**config.mk**
```make
export PLATFORM = sky130hd
export DESIGN_NAME = edge_to_pulse
export DESIGN_NICKNAME = d
export VERILOG_FILES = /design/src/rtl/cdc_pkg.sv /design/src/rtl/bit_synchronizer.sv /design/src/rtl/edge_to_pulse.sv
export SDC_FILE = /design/constraint.sdc
export NUM_CORES = 1
export LEC_CHECK = 0
export BUFFER_PORTS_ARGS = -buffer_cell sky130_fd_sc_hd__buf_2
export CORE_MARGIN = 8
export CORE_UTILIZATION = 30
export DETAILED_ROUTE_END_ITERATION = 8
export GPL_ROUTABILITY_DRIVEN = 1
export PLACE_DENSITY = 0.46
export SYNTH_ARGS = -nofsm -noshare
export SYNTH_HDL_FRONTEND = slang
export SYNTH_SLANG_ARGS = --single-unit
```
**constraint.sdc**
```tcl
create_clock -name clk -period 2.35 [get_ports clk]
set_input_delay 0.47 -clock clk [delete_from_list [all_inputs] [get_ports clk]]
set_output_delay 0.47 -clock clk [all_outputs]
set_load 0.02 [all_outputs]
```
**src/rtl/cdc_pkg.sv**
```systemverilog
// Shared definitions for the clock-domain-crossing receivers.
package cdc_pkg;

  typedef enum logic {
    ST_PRIME,
    ST_RUN
  } edge_rx_state_t;

  localparam int CDC_MIN_SYNC_STAGES = 2;

endpackage

```
**src/rtl/bit_synchronizer.sv**
```systemverilog
// Multi-flop level synchroniser for a single asynchronous bit.
module bit_synchronizer
  import cdc_pkg::*;
#(
  parameter int STAGES = 2
) (
  input  logic clk,
  input  logic reset_n,
  input  logic d,
  output logic q
);

  if (STAGES < CDC_MIN_SYNC_STAGES) begin : g_bad_stages
    $error("bit_synchronizer: STAGES must be at least %0d", CDC_MIN_SYNC_STAGES);
  end

  (* ASYNC_REG = "TRUE" *) logic [STAGES-1:0] sync_reg;

  always_ff @(posedge clk or negedge reset_n) begin
    if (!reset_n) begin
      sync_reg <= '0;
    end else begin
      sync_reg <= {sync_reg[STAGES-2:0], d};
    end
  end

  assign q = sync_reg[STAGES-1];

endmodule

```
**src/rtl/edge_to_pulse.sv**
```systemverilog
// Toggle-encoded CDC receiver: each input transition becomes one pulse and
// one entry in a saturating pending-event counter drained by valid/ready.
module edge_to_pulse
  import cdc_pkg::*;
#(
  parameter int SYNC_STAGES = 2,
  parameter bit ACTIVE_LOW  = 1'b0,
  parameter int CNT_W       = 4
) (
  input  logic             clk,
  input  logic             reset_n,
  input  logic             signal,
  output logic             pulse,
  output logic             evt_valid,
  input  logic             evt_ready,
  output logic [CNT_W-1:0] evt_count,
  output logic             overflow,
  input  logic             clear
);

  if (SYNC_STAGES < CDC_MIN_SYNC_STAGES) begin : g_bad_sync
    $error("edge_to_pulse: SYNC_STAGES must be at least %0d", CDC_MIN_SYNC_STAGES);
  end
  if (CNT_W < 1) begin : g_bad_cnt
    $error("edge_to_pulse: CNT_W must be at least 1");
  end

  localparam int              PW         = $clog2(SYNC_STAGES + 1) + 1;
  localparam logic [PW-1:0]   PRIME_LAST = PW'(SYNC_STAGES);
  localparam logic [CNT_W-1:0] CNT_MAX   = '1;

  logic             sync_q;
  logic             prev_q;
  logic             edge_raw;
  logic             evt;
  logic             pop;
  edge_rx_state_t   state_reg, state_next;
  logic [PW-1:0]    prime_reg, prime_next;
  logic [CNT_W-1:0] count_reg, count_next;
  logic             overflow_reg, overflow_next;
  logic             pulse_reg;

  bit_synchronizer #(
    .STAGES (SYNC_STAGES)
  ) u_sync (
    .clk     (clk),
    .reset_n (reset_n),
    .d       (signal),
    .q       (sync_q)
  );

  assign edge_raw  = sync_q ^ prev_q;
  assign evt       = edge_raw && (state_reg == ST_RUN);
  assign evt_valid = (count_reg != '0);
  assign pop       = evt_valid && evt_ready;

  always_ff @(posedge clk or negedge reset_n) begin
    if (!reset_n) begin
      prev_q       <= 1'b0;
      state_reg    <= ST_PRIME;
      prime_reg    <= '0;
      count_reg    <= '0;
      overflow_reg <= 1'b0;
      pulse_reg    <= ACTIVE_LOW;
    end else begin
      prev_q       <= sync_q;
      state_reg    <= state_next;
      prime_reg    <= prime_next;
      count_reg    <= count_next;
      overflow_reg <= overflow_next;
      pulse_reg    <= evt ^ ACTIVE_LOW;
    end
  end

  // Priming waits for the synchroniser and prev_q to hold the settled input
  // level, so a source already at 1 when reset releases is not an event.
  always_comb begin
    state_next = state_reg;
    prime_next = prime_reg;
    case (state_reg)
      ST_PRIME: begin
        if (prime_reg == PRIME_LAST) begin
          state_next = ST_RUN;
        end else begin
          prime_next = prime_reg + 1'b1;
        end
      end
      ST_RUN:  state_next = ST_RUN;
      default: state_next = ST_PRIME;
    endcase
  end

  always_comb begin
    count_next    = count_reg;
    overflow_next = overflow_reg;
    if (clear) begin
      count_next    = '0;
      overflow_next = 1'b0;
    end else if (evt && pop) begin
      count_next = count_reg;
    end else if (evt) begin
      if (count_reg != CNT_MAX) begin
        count_next = count_reg + 1'b1;
      end else begin
        overflow_next = 1'b1;
      end
    end else if (pop) begin
      count_next = count_reg - 1'b1;
    end
  end

  assign pulse     = pulse_reg;
  assign evt_count = count_reg;
  assign overflow  = overflow_reg;

endmodule

```
==> parameters.txt <==
Parameter                              Value

Worst setup path
  Worst Path Class, Setup ... reg2reg
  Worst Setup End Kind ... flop
  Start point of the critical path ... prev_q
  Reg-to-reg startpoint ... prev_q
  Ordered cell list for the critical path ... xor2_2, nand2_1, ha_1, a21o_1, a21oi_1, mux2i_1, mux2_1
  Kind of launch point of the worst setup path ... flop
  Master of the slowest instance on the critical path ... sky130_fd_sc_hd__dfrtp_1
  Largest incremental delay on the critical path ... approximately 400 ps
  Critical path data required time ... between 2000 and 3000 ps
  Crit path arrival time ... approximately 2200 ps
  Worst-path maximum fanout ... 6

Synthesis
  Number of distinct library cells after synthesis ... 23
  Share of synthesized flip-flops with an asynchronous set or reset ... 1.00
  Flops & latches, synth ... 13
  Number of instances in the synthesized netlist ... between 50 and 60
  Mapped Nets ... between 60 and 70
  Summed instance area of the synthesized netlist ... between 600 and 700 sq um
  Sequential share of the synthesized area ... 0.489
  Number of enable-type register cells in the synthesized netlist ... 0
  Syn_area_per_cell ... approximately 11 sq um
  Synth Flop Type ... sky130_fd_sc_hd__dfrtp_1
  Number of warning messages in the yosys log ... 0

Floorplanning
  Die width ... roughly 63 um
  Area of the die ... approximately 4000 sq um
  Die height ... between 60 and 70 um
  Starting utilization of the core area ... 0.310
  Core region area ... ~2100 sq um
  I/O pin count ... 12
  Std cell rows ... 17

STA
  Final setup violation count ... 0
  Pins over their slew limit ... 0
  Post-layout minimum cycle time ... about 2100 ps
  Final Cycle Share ... 0.890
  Slack of the critical path ... 258 ps
  Pin slew with the least headroom to its limit ... ~370 ps
  Achievable clock frequency ... 478 MHz
  Final hold violation count ... 0
  Setup repair after global routing missed its margin ... false
  Relative max-transition margin ... 0.755
  Post-Route Hold Slack ... between 70 and 80 ps
  Total Negative Setup Slacks ... 0 ps
  Max Clock Skew ... slightly below 5 ps

Clocking
  Clock tree from TritonCTS ... built
  Number of levels the H-tree was split into ... 1
  Num Clock Sinks ... 13
  Total clock buffers created by CTS ... 3
  Clock slew at reported path FFs ... approximately 80 ps
  Clock insertion delay at the later pin of the skew report ... 270 ps
  Cell at the root of the clock tree ... sky130_fd_sc_hd__clkbuf_4
  Post CTS Setup Buffer Count ... 0
  Maximum buffer depth of the clock tree ... 2
  Number of buffers inserted for hold repair after clock tree synthesis ... 0
  Count of cells resized by post-cts repair ... 0

Power
  Overall power ... ~760 uW
  Power per cell area ... 968 nW/um^2
  P_leak ... roughly 0.37 nW
  VDD IR-drop max ... 403 uV

Finish
  Final net count ... 84
  Fill count ... between 200 and 250
  Number of flip-flops in the largest register ... 4
  Diodes inserted ... 0
  Count of non-filler cells in the finished layout ... 101
  Fraction of layout cells with a size suffix above 1 ... 0.260
  Post-Layout Inst Area ... 782 sq um
  Share of the core filled with cells ... 0.364
  Most frequent standard cell in the layout excluding fill and tap cells ... sky130_fd_sc_hd__dfrtp_1
  Area delta synth->final ... 17.5%
  Commonest non-fill, non-tap cells in the layout ... sky130_fd_sc_hd__dfrtp_1, sky130_fd_sc_hd__buf_2, sky130_fd_sc_hd__inv_1, sky130_fd_sc_hd__a21oi_1, sky130_fd_sc_hd__ha_1

Placement
  IO Port Bufs ... 11
  # placed instances ... 97
  Sum of net half-perimeters after detailed placement ... 914 um
  Setup Slack @ Placement ... 261 ps
  Gp weighted congestion ... approximately 0.84
  Placement-stage cell area ... 756 sq um

Flow run
  Number of max-capacitance violations reported ... 0

Route
  Antenna Nets Post-Route ... 0
  First-pass detailed-route iteration total ... 4
  DRC violations left ... 0
  Number of DRC markers in iteration 0 ... 3
  Routed Wire Length ... between 1000 and 1500 um
  Total number of vias ... about 470
  Routed vias/inst ... approximately 4.6
  Average detailed-routed wire length per instance ... 11.7 um

GRT
  Maximum number of pins on one net before global-route repair ... 14
  Via count of the first global-routing pass ... between 500 and 600
  Grt ovf ... 0
  Global-route total usage across every layer ... 0.0688
  Antenna violations before repair ... 0
  First-pass GRT wire length ... 2270 um

Outcome
  Outcome ... completed

Hold path
  Hold Crit Class ... in2async
==> worst paths after layout <==
path / slack, ps / to / cells past startpoint
setup / recovery: 260 / evt_count[3] / 7
hold / removal: 70 / u_sync.sync_reg[0] / 1
setup reg to reg: 260 / evt_count[3] / 7
hold reg to reg: 350 / u_sync.sync_reg[1] / 0
max in group asynchronous: 2050 / evt_count[3] / 1
min in group clk: 300 / u_sync.sync_reg[0] / 1
==> per-layer routing <==
layer,vias to the layer above,track usage,wire length (um)
met3,2,0.0247,80
met5,-,0,0
met4,0,0.0342,10
li1,233,-,-
met1,225,0.0747,548
met2,8,0.115,547
==> synthesized netlist by cell type, drive strengths merged, types with 2 or more instances <==
| cell | count | area [sq um] |
|---|---|---|
| dfrtp | 13 | 325 |
| xnor2 | 3 | 26.3 |
| a21oi | 6 | 30.0 |
| nand4 | 2 | 12.5 |
| nor3 | 2 | 10.0 |
| nor2 | 2 | 7.51 |
| inv | 6 | 22.5 |
| ha | 4 | 50.1 |
| o21ai | 2 | 10.0 |
| a21o | 3 | 23.8 |
| nand2 | 2 | 7.51 |
| nand3 | 3 | 15.0 |
==> cell families after synthesis <==
logic type | after synthesis | synth area share
fa+ha+maj | 5 | 0.105
compound gates | 13 | 0.152
buf+inv | 6 | 0.0338
mux | 2 | 0.0320
simple gates | 15 | 0.124
xor+xnor | 4 | 0.0639
flops | 13 | 0.489
==> worst max-delay path, delay by kind of cell (launching register included) <==
kind	cells	cell delay (ps)
AO/OA/AOI/OAI	2	320
XOR/XNOR	1	260
adder cells (fa/ha/maj)	1	290
flip-flops	1	400
multiplexers	2	560
AND/OR/NAND/NOR	1	140
==> power by group <==
| group | internal, mW | switching, mW | leakage, nW |
|---|---|---|---|
| Sequential | 0.254 | 0.0591 | 0.159 |
| Combinational | 0.139 | 0.170 | 0.193 |
| Clock | 0.0656 | 0.0694 | 0.0150 |
==> layout make-up <==
class                           instances  area, sq um  area share
Sequential cell                        13          325       0.416
Multi-Input combinational cell         39          318       0.406
Timing Repair Buffer                   11         55.1      0.0704
Tap cell                               28         35.0      0.0448
Clock buffer                            4         26.3      0.0336
Inverter                                6         22.5      0.0288
(Power assumes the default switching activity.)
